`config.mk`:
```
export PLATFORM = sky130hd
export DESIGN_NAME = wavetable_voice_scheduler
export DESIGN_NICKNAME = d
export VERILOG_FILES = /design/src/rtl/wavetable_voice_scheduler.sv
export SDC_FILE = /design/constraint.sdc
export NUM_CORES = 1
export LEC_CHECK = 0
export ABC_AREA = 1
export BUFFER_PORTS_ARGS = -buffer_cell sky130_fd_sc_hd__buf_2
export CORE_MARGIN = 2
export CORE_UTILIZATION = 60
export CTS_CLUSTER_SIZE = 16
export DETAILED_ROUTE_END_ITERATION = 12
export PLACE_DENSITY = 0.82
export SYNTH_ARGS = -nofsm -noshare
export SYNTH_HDL_FRONTEND = slang
export SYNTH_SLANG_ARGS = --single-unit
```
`constraint.sdc`:
```
create_clock -name clk -period 6.5 [get_ports clk]
set_input_delay 1.95 -clock clk [delete_from_list [all_inputs] [get_ports clk]]
set_output_delay 1.95 -clock clk [all_outputs]
set_load 0.01 [all_outputs]
```
`src/rtl/wavetable_voice_scheduler.sv`:
```
// wavetable_voice_scheduler
// Shares one 256x9 wavetable ROM among NUM_VOICES phase-accumulator voices.
// On sample_tick it issues one table address per voice on consecutive cycles,
// accumulates the returned levels and presents the mixed sample on mix_out.
// Optional build macro: WAVETABLE_MIX_AVG_EN (mix_out carries sum >> VOICE_BITS).
module wavetable_voice_scheduler #(
  parameter int unsigned NUM_VOICES = 4,
  parameter int unsigned VOICE_BITS = 2,
  parameter int unsigned PHASE_W    = 16
) (
  input  logic                    clk,
  input  logic                    rst_n,
  input  logic                    sample_tick,
  input  logic                    inc_we,
  input  logic [VOICE_BITS-1:0]   inc_sel,
  input  logic [PHASE_W-1:0]      inc_data,
  input  logic [NUM_VOICES-1:0]   voice_en,
  input  logic                    overrun_clr,
  output logic [7:0]              table_pos,
  input  logic [8:0]              table_level,
  output logic [8+VOICE_BITS:0]   mix_out,
  output logic                    mix_valid,
  output logic                    busy,
  output logic                    overrun
);

  localparam int unsigned MIX_W = 9 + VOICE_BITS;
  localparam logic [VOICE_BITS-1:0] LAST_V = VOICE_BITS'(NUM_VOICES - 1);
  localparam logic [VOICE_BITS-1:0] ONE_V  = VOICE_BITS'(1);

  typedef enum logic [1:0] {IDLE, ISSUE, LAST, DONE} state_e;

  state_e                  state_q, state_d;
  logic [VOICE_BITS-1:0]   cnt_q, cnt_d;
  logic [MIX_W-1:0]        acc_q, acc_d;
  logic [MIX_W-1:0]        mix_q, mix_d;
  logic [7:0]              pos_q, pos_d;
  logic                    valid_q, valid_d;
  logic                    busy_q, busy_d;
  logic                    ovr_q, ovr_d;
  logic [PHASE_W-1:0]      phase_q [NUM_VOICES];
  logic [PHASE_W-1:0]      phase_d [NUM_VOICES];
  logic [PHASE_W-1:0]      inc_q   [NUM_VOICES];
  logic [PHASE_W-1:0]      inc_d   [NUM_VOICES];

  logic                    issue_en;
  logic [VOICE_BITS-1:0]   issue_v;
  logic [MIX_W-1:0]        level_k;
  logic [MIX_W-1:0]        acc_sum;

  // Next-state, issue/capture datapath, phase and increment updates.
  // cnt_q names the voice being captured this edge; the voice issued is cnt_q+1.
  always_comb begin
    state_d  = state_q;
    cnt_d    = cnt_q;
    acc_d    = acc_q;
    mix_d    = mix_q;
    pos_d    = pos_q;
    valid_d  = valid_q;
    busy_d   = busy_q;
    ovr_d    = ovr_q & ~overrun_clr;
    phase_d  = phase_q;
    inc_d    = inc_q;
    issue_en = 1'b0;
    issue_v  = '0;
    level_k  = voice_en[cnt_q] ? MIX_W'(table_level) : '0;
    acc_sum  = acc_q + level_k;

    if (inc_we) begin
      inc_d[inc_sel] = inc_data;
    end

    case (state_q)
      IDLE, DONE: begin
        valid_d = 1'b0;
        state_d = IDLE;
        if (sample_tick) begin
          state_d  = ISSUE;
          busy_d   = 1'b1;
          cnt_d    = '0;
          acc_d    = '0;
          issue_en = 1'b1;
          issue_v  = '0;
        end
      end
      ISSUE: begin
        if (sample_tick) begin
          ovr_d = 1'b1;
        end
        acc_d    = acc_sum;
        issue_en = 1'b1;
        issue_v  = cnt_q + ONE_V;
        cnt_d    = cnt_q + ONE_V;
        if (cnt_q + ONE_V == LAST_V) begin
          state_d = LAST;
        end
      end
      LAST: begin
        if (sample_tick) begin
          ovr_d = 1'b1;
        end
`ifdef WAVETABLE_MIX_AVG_EN
        mix_d = MIX_W'(acc_sum >> VOICE_BITS);
`else
        mix_d = acc_sum;
`endif
        valid_d = 1'b1;
        busy_d  = 1'b0;
        state_d = DONE;
      end
      default: begin
        state_d = IDLE;
      end
    endcase

    // The issued voice reads its pre-update phase; its accumulator then
    // advances with the increment held before any write on this same edge.
    if (issue_en) begin
      pos_d = phase_q[issue_v][PHASE_W-1 -: 8];
      phase_d[issue_v] = voice_en[issue_v] ? phase_q[issue_v] + inc_q[issue_v] : '0;
    end
  end

  // State and datapath registers with asynchronous active-low reset.
  always_ff @(posedge clk or negedge rst_n) begin
    if (!rst_n) begin
      state_q <= IDLE;
      cnt_q   <= '0;
      acc_q   <= '0;
      mix_q   <= '0;
      pos_q   <= '0;
      valid_q <= 1'b0;
      busy_q  <= 1'b0;
      ovr_q   <= 1'b0;
      for (int unsigned i = 0; i < NUM_VOICES; i++) begin
        phase_q[i] <= '0;
        inc_q[i]   <= '0;
      end
    end else begin
      state_q <= state_d;
      cnt_q   <= cnt_d;
      acc_q   <= acc_d;
      mix_q   <= mix_d;
      pos_q   <= pos_d;
      valid_q <= valid_d;
      busy_q  <= busy_d;
      ovr_q   <= ovr_d;
      phase_q <= phase_d;
      inc_q   <= inc_d;
    end
  end

  assign table_pos = pos_q;
  assign mix_out   = mix_q;
  assign mix_valid = valid_q;
  assign busy      = busy_q;
  assign overrun   = ovr_q;

endmodule

```
-- Word-level counts from Yosys, hierarchy flattened
Cells that the tools add are included.
- input port bits: 36
- output and inout bits: 22
- register bits: 165
- logic and storage cells: 77
- bitwise operators: 4
- muxes and demuxes: 33
- add/sub/neg operators: 3
- eq/ne operators: 6
- magnitude comparators: 6
- reduce and logical (&&, ||, !) cells: 9
- operator list (cell ; count):
    64-bit bitwise mux ; 2
    16-bit 2-to-1 mux ; 7
    16-bit binary-select mux with 2-bit select ; 2
    16-bit demux with 2-bit select ; 2
    11-bit case mux with 2 select lines ; 1
    16-bit adder ; 1
    11-bit by 9-bit adder with 11-bit output ; 1
    11-bit 2-to-1 mux ; 1
    9-bit 2-to-1 mux ; 1
    1-bit 2-to-1 mux ; 7
    2-bit == test (second input constant) ; 3
    3-bit >= comparator (second input constant) ; 2
    2-bit by 3-bit < comparator with 1-bit output (second input constant) ; 2
    3-bit by 1-bit < comparator with 1-bit output (second input constant) ; 2
    2-bit 2-to-1 mux ; 3
    2-bit NOT with 3-bit output ; 2
    1-bit case mux with 2 select lines ; 3
    2-bit case mux with 3 select lines ; 1
    1-bit binary-select mux with 2-bit select ; 2
    2-bit inequality test (second input constant) ; 2
    2-bit case mux with 2 select lines ; 1
    2-bit AND reduction ; 2
    2-bit nonzero test ; 2
    2-bit OR reduction ; 2
    other kinds (6) ; 7

-- Depth between registers and ports, before layout
Gate-level depths: netlist of run 1.
- depth after elaboration: 9
- gate-level depth with buffers: 25
- mapped depth without buffers: 22

-- Least setup slack after synthesis of run 1
No wires, ideal clock.
- path kind: in2reg
- start: in voice_en[3]
- end: reg acc_q[10]
- setup time: 0.122 ns
- stages: 10
- buffers on the path: 1
- data required time: 6.378 ns
- path slack: 2.554 ns
- arrival: 3.825 ns
- path through: a21oi_1 a32o_1 clkbuf_1 nor2_1 ha_1 fa_1 nand3_1 nand3_1 or2_2 a32o_1
- longest elaborated chain between the ends: 5
- RTL lines (item ; line ; RTL):
    from (decl) ; 17 ; input logic [NUM_VOICES-1:0] voice_en,
    1-bit binary-select mux with 2-bit select ; 66 ; level_k = voice_en[cnt_q] ? MIX_W'(table_level) : '0;
    1-bit 2-to-1 mux (not written as such) ; 66 ;
    9-bit 2-to-1 mux ; 66 ;
    11-bit by 9-bit adder with 11-bit output ; 67 ; acc_sum = acc_q + level_k;
    11-bit case mux with 2 select lines ; 73 ; case (state_q)
    to (signal assigned) ; 129 ; acc_q <= '0;
    to (signal assigned) ; 142 ; acc_q <= acc_d;
    to (decl) ; 35 ; logic [MIX_W-1:0] acc_q, acc_d;
No other way between the ends. The select of a mux whose other input is x is not followed.
A chain may end at the register's enable or synchronous reset.

-- Final worst setup path of run 1
- start: reg cnt_q[0]
- end: reg phase_q[45] in the netlist's numbering
- longest elaborated chain between the ends: 9
- elaborated cells between the ends (all ways): 19
- classes of those cells: add/sub (2); order compare (2); mux (13); bitwise (1); reduce/logical (1)
- RTL lines (item ; line ; RTL):
    from (decl) ; 34 ; logic [VOICE_BITS-1:0] cnt_q, cnt_d;
    from (signal assigned) ; 141 ; cnt_q <= cnt_d;
    2-bit by 1-bit adder with 2-bit output * ; 92 ; issue_v = cnt_q + ONE_V;
    2-bit 2-to-1 mux * ; -- ;
    2-bit NOT with 3-bit output ; 120 ; phase_d[issue_v] = voice_en[issue_v] ? phase_q[issue_v] + inc_q[issue_v] : '0;
    16-bit binary-select mux with 2-bit select ; 120 ;
    16-bit 2-to-1 mux (not written as such) (2 in a row) ; 120 ;
    16-bit adder ; 120 ;
    16-bit 2-to-1 mux ; 120 ;
    64-bit bitwise mux * ; 120 ;
    to (signal assigned) ; 148 ; phase_q <= phase_d;
    to (decl) ; 41 ; logic [PHASE_W-1:0] phase_q [NUM_VOICES];
Mark *: on every way between the ends. The rest lies on a longest branch, timed or not. The select of a mux whose other input is x is not followed.

==> results_dict.tcl, run 1 <==
set metrics [dict create \
    drt-initial-drc-count 655 \
    die_x_microns 121 \
    synth_cell_types 38 \
    ys_seq_area_frac 0.506 \
    status "completed" \
    slew_headroom 0.121 \
    core_sq_um 13200 \
    antenna_found_initial 0 \
    arrival_ns 4.74 \
    drv_cap 0 \
    vias 6941 \
    synth_most_common_cell "nand2_1" \
    worst_pin_slew_ns 1.32 \
    start_kind "flip-flop" \
    synth_area_sq_um 8160 \
    synth_edf_count 0 \
    p_leak_nw 4.64 \
    gr-total-overflow 0 \
    io_pins 58 \
    viasPerCell 5.77 \
    fin_crit_ns 4.42 \
    dp_slack_ns 2.18 \
    drive_gt1_frac 0.122 \
    wire_per_inst_microns 16.1 \
    synthesis.nets 1038 \
    nFillCells 1073 \
    gp_congestion 0.921 \
    tns_ns 0 \
    rows 42 \
    syn_avg_cell_area_sq_um 8.38 \
    rsz0062_at_grt "false" \
    crit_path_top_delay_cell "inv_1" \
    skew_ns 0.0111 \
    root_buffer "clkbuf_16" \
    fin_ws_ns 2.08 \
    cpMostUsedCell "nand2_1" \
    track_usage 0.281 \
    dp_hpwl_mm 12.5 \
    syn_inst 973 \
    cts_setup_buffers 0 \
    required_ns 6.82 \
    path_clk_slew_ns 0.06 \
    fmax_mhz 226 \
    use_met3 0.0557 \
    grt_use_met1 0.399 \
    num-nets-final 1078 \
    clkLatencyLatePin_ns 0.44 \
    cts_made_buffers 17 \
    hold_class "reg2reg" \
    dieArea_sq_um 14500 \
    fin_util 0.691 \
    drt-total-wl_mm 19.3 \
    top_usage_layer "met2" \
    portBuffers 57 \
    hold_buffers 0 \
    worstSetupEndpointType "flip-flop" \
    dr.pass1.iters 8 \
    max-clock-path-buffers 2 \
    diodes 0 \
    finalMaxSlewViolations 0 \
    cts_num_sinks 165 \
    worst_path_largest_cell_delay_ns 0.60 \
    area_growth_pct 12.2 \
    min_period_over_period 0.680 \
    finalNonFillerCells 1202 \
    dp_cells 1170 \
    vdd_drop_max_mv 0.285 \
    grt_max_degree 86 \
    die_h_microns 121 \
    crit_chain "inv_2 -> ha_1 -> inv_2 -> nand2_4 -> nor2_2 -> inv_1 -> o22ai_1 -> nor2_1 -> ha_1 -> inv_1 -> nor3_1 -> nand2_1 -> nand2_1 -> nand4_1 -> nand2_1 -> nand2_1 -> nand2_1 -> nand2_1 -> nand4_1 -> nand2_1" \
    cts_tree "done" \
    yosys_warnings 0 \
    hold_slack_ns 0.478 \
    p_per_area_nw_per_um2 540 \
    synth_top_cell_by_area "dfrtp_1" \
    ant_nets 0 \
    synth-main-ff-cell "dfrtp_1" \
    ys_top_cells_by_count "nand2_1, dfrtp_1, o21ai_0" \
    synth_area_leaders "dfrtp_1, nand2_1, o21ai_0" \
    critPathMaxFanout 22 \
    drc 0 \
    start_util 0.616 \
    grt_pass1_wl_mm 32.1 \
    grt.met2_usage 0.436 \
    synth_top_area_share 0.506 \
    grt_pass1_vias 6554 \
    synth_async_sr_flop_share 1.00 \
    hold_viol_final 0 \
    post_cts_resized 0 \
    crit_type "reg2reg" \
    ys_ff_latch 165 \
    setup-violations-final 0 \
    htreeDepth 4 \
]
## logic make-up after synthesis
group,synth area share
compound gates,0.169
xor+xnor,0.0106
fa+ha+maj,0.0463
buf+inv,0.0563
flops,0.506
simple gates,0.212
## flip-flops by register name, indices dropped and copies added, names as in the netlist
| signal | count |
|---|---|
| table_pos | 8 |
| cnt_q | 2 |
| overrun | 1 |
| busy | 1 |
| inc_q | 64 |
| mix_valid | 1 |
| state_q | 2 |
| phase_q | 64 |
| mix_out | 11 |
| acc_q | 11 |
## where the power goes
| part | internal, mW | switching, mW |
|---|---|---|
| Sequential | 1.33 | 0.169 |
| Clock | 0.645 | 0.422 |
| Combinational | 0.795 | 1.58 |
| Total | 2.77 | 2.17 |
## metrics by stage
| stage | total power, mW | area, sq um |
|---|---|---|
| floorplan | 3.25 | 8160 |
| global placement | 3.78 | 8520 |
| detailed placement | 3.83 | 8520 |
| CTS | 4.92 | 9150 |
| global route | 5.33 | 9150 |
| finish | 4.94 | 9150 |
## final cells by class
class / count / area, sq um / share of cell area
repair buffers: 62 / 329 / 0.0360
clock buffers: 17 / 425 / 0.0465
flip-flops and latches: 165 / 4130 / 0.451
inverters: 73 / 274 / 0.0299
clock inverters: 15 / 204 / 0.0223
well taps: 176 / 220 / 0.0241
multi-input cells: 694 / 3570 / 0.390
## path summary, 6_finish.rpt
kind	startpoint	endpoint	slack (ns)	cells after the start
worst max register to register	cnt_q[0]$_DFFE_PN0P_	phase_q[45]$_DFFE_PN0P_	2.08	20
min in group asynchronous	rst_n	inc_q[50]$_DFFE_PN0P_	1.30	1
max in group asynchronous	rst_n	phase_q[14]$_DFFE_PN0P_	3.97	2
worst min-delay path	mix_out[2]$_DFFE_PN0P_	mix_out[2]$_DFFE_PN0P_	0.48	2
worst min register to register	mix_out[2]$_DFFE_PN0P_	mix_out[2]$_DFFE_PN0P_	0.48	2
worst max-delay path	cnt_q[0]$_DFFE_PN0P_	phase_q[45]$_DFFE_PN0P_	2.08	20
## placed cells by master, fill, tap and decap left out, drive strengths merged
cell type,netlist,final
nor2,63,63
fa,2,2
a31oi,9,9
clkinvlp,0,4
nor3,3,3
a211oi,1,1
a22o,3,3
inv,72,75
nand4,20,20
xnor2,2,2
xor2,7,7
o22ai,44,44
buf,11,62
nand3b,1,1
bufinv,0,4
ha,27,27
clkbuf,30,17
a22oi,15,15
o21ai,140,140
clkinv,1,5
a32o,2,2
a21o,4,4
a21oi,20,20
nand3,42,42
a21boi,2,2
or2,6,6
nand2,279,279
dfrtp,165,165
o21a,2,2
## routing by layer
layer	routed length [microns]	vias to the layer above
met2	8820	239
li1	-	3362
met4	319	0
met1	9050	3308
met5	0	-
met3	1160	32
## critical path, delay by kind of cell (launching register included)
| kind | cells | cell delay (ns) |
|---|---|---|
| DFF | 1 | 0.46 |
| and+or+nand+nor | 13 | 1.79 |
| adders and majority gates | 2 | 0.76 |
| AOI/OAI and AO/OA | 1 | 0.33 |
| buffers and inverters | 4 | 0.95 |
No activity file was read; power rests on OpenSTA's default activity.
==> inputs of run 2 (changes only) <==
CORE_UTILIZATION = 55   (was 60)
PLACE_DENSITY = 0.8   (was 0.82)
clock period = 4 ns   (was 6.5 ns; I/O delays follow)
==> run 2 against run 1 <==
Die area rose by 8.8%. Sequential share of layout area down 0.49 points. Global-route usage fell by 2.3 points. Routed wire length up 0.94%. Clock power is 49% higher. Register-to-register slack lost 1.7 ns. Critical path depth increased by 3. Non-clock buffer count increased by 17. Critical endpoint is now phase_q[28]$_DFFE_PN0P_.
==> results_dict.tcl, run 2 (synthesis results as in run 1) <==
set metrics [dict create \
    io_pins 58 \
    cts_num_sinks 165 \
    ant_nets 0 \
    path_clk_slew_ns 0.06 \
    arrival_ns 3.99 \
    drc 0 \
    max-clock-path-buffers 2 \
    vdd_drop_max_mv 0.502 \
    dp_cells 1195 \
    worstSetupEndpointType "flip-flop" \
    cts_setup_buffers 0 \
    layout_commonest_cell "nand2_1" \
    start_util 0.561 \
    root_buffer "clkbuf_16" \
    drt-total-wl_mm 19.5 \
    drive_gt1_frac 0.134 \
    dieArea_sq_um 15800 \
    finalNonFillerCells 1225 \
    layout_common_cells "nand2_1, dfrtp_1, o21ai_0" \
    hold_class "reg2reg" \
    crit_type "reg2reg" \
    grt_pass1_wl_mm 32.9 \
    cts_tree "done" \
    grt_pass1_vias 6804 \
    dp_slack_ns 0.218 \
    die_x_microns 126 \
    portBuffers 57 \
    num-nets-final 1095 \
    nFillCells 1237 \
    cts_made_buffers 17 \
    slew_headroom 0.451 \
    viasPerCell 5.77 \
    status "completed" \
    drt-initial-drc-count 681 \
    die_h_microns 126 \
    fin_crit_ns 3.67 \
    track_usage 0.258 \
    p_per_area_nw_per_um2 861 \
    setup-violations-final 0 \
    fin_ws_ns 0.329 \
    hold_viol_final 0 \
    dr.pass1.iters 5 \
    gp_congestion 0.922 \
    area_growth_pct 13.5 \
    core_sq_um 14500 \
    start_kind "flip-flop" \
    critPathMaxFanout 11 \
    diodes 0 \
    tns_ns 0 \
    post_cts_resized 0 \
    placed_area_sq_um 8670 \
    dp_hpwl_mm 13.4 \
    fmax_mhz 272 \
    grt_max_degree 78 \
    vias 7069 \
    p_leak_nw 4.68 \
    hold_slack_ns 0.463 \
    worst_pin_slew_ns 0.822 \
    finalMaxSlewViolations 0 \
    htreeDepth 4 \
    gr-total-overflow 0 \
    required_ns 4.32 \
    fin_area_sq_um 9260 \
    rows 44 \
    min_period_over_period 0.918 \
    skew_ns 0.00939 \
    clkLatencyLatePin_ns 0.43 \
    antenna_found_initial 0 \
    largestRegisters "inc_q x64, phase_q x64" \
    drv_cap 0 \
    wire_per_inst_microns 15.9 \
    rsz0062_at_grt "false" \
    hold_buffers 0 \
]
run 2: cell types whose count changed in the layout (fill, tap and decap cells not counted), sizes merged:
cell | before | now
clkinv | 5 | 1
buf | 62 | 79
inv | 75 | 73
clkbuf | 17 | 23
bufinv | 4 | 2
run 2: report_power, final:
| group | internal, mW | total [mW] | leakage [nW] | switching [mW] |
|---|---|---|---|---|
| sequential | 2.16 | 2.43 | 2.14 | 0.275 |
| combinational | 1.36 | 3.95 | 2.29 | 2.59 |
| clock | 0.946 | 1.59 | 0.262 | 0.640 |
run 2: cell type report:
class,instances,area (sq um),area share
inverters,73,274,0.0296
flip-flops and latches,165,4130,0.446
well taps,184,230,0.0249
clock inverters,7,98.8,0.0107
repair buffers,79,469,0.0507
clock buffers,23,468,0.0506
multi-input cells,694,3580,0.387
run 2: layer usage:
| metal | wire [microns] | GRT usage | vias to the layer above | share of wire |
|---|---|---|---|---|
| met2 | 9120 | 0.416 | 248 | 0.47 |
| met3 | 1180 | 0.0484 | 41 | 0.061 |
| met4 | 433 | 0.103 | 0 | 0.022 |
| met5 | 0 | 0 | - | 0 |
| li1 | - | - | 3399 | - |
| met1 | 8790 | 0.349 | 3381 | 0.45 |
run 2: final timing paths:
| check | slack (ns) | start | cells past startpoint | endpoint |
|---|---|---|---|---|
| max in group asynchronous | 2.45 | rst_n | 2 | phase_q[61]$_DFFE_PN0P_ |
| max | 0.33 | cnt_q[0]$_DFFE_PN0P_ | 23 | phase_q[28]$_DFFE_PN0P_ |
| min reg2reg | 0.46 | mix_out[0]$_DFFE_PN0P_ | 2 | mix_out[0]$_DFFE_PN0P_ |
| min in group asynchronous | 0.79 | rst_n | 1 | busy$_DFFE_PN0P_ |
| max reg2reg | 0.33 | cnt_q[0]$_DFFE_PN0P_ | 23 | phase_q[28]$_DFFE_PN0P_ |
| min | 0.46 | mix_out[0]$_DFFE_PN0P_ | 2 | mix_out[0]$_DFFE_PN0P_ |
run 2: stage by stage:
stage                     utilization  total power, mW
after floorplan                     -             5.28
after global placement          0.597             6.17
after detailed placement        0.597             6.29
after global routing            0.637             8.59
final                           0.637             7.97
after CTS                       0.636             7.92
run 2: critical path, cell delays in order, from the launching register on:
cell and delay [ns]:
dfrtp_2 0.42, inv_2 0.14, ha_4 0.32, inv_2 0.05, nand2_4 0.11, nor2_2 0.06
inv_1 0.17, buf_4 0.24, o22ai_1 0.10, nor2_1 0.14, ha_1 0.19, inv_1 0.06
fa_1 0.40, nand3b_1 0.19, nand2_1 0.10, nand2_1 0.05, nand3_1 0.10, nand4_1 0.11
nand2_1 0.15, nand2_1 0.10, nand2_1 0.07, nand2_1 0.11, nand4_1 0.10, nand2_1 0.07
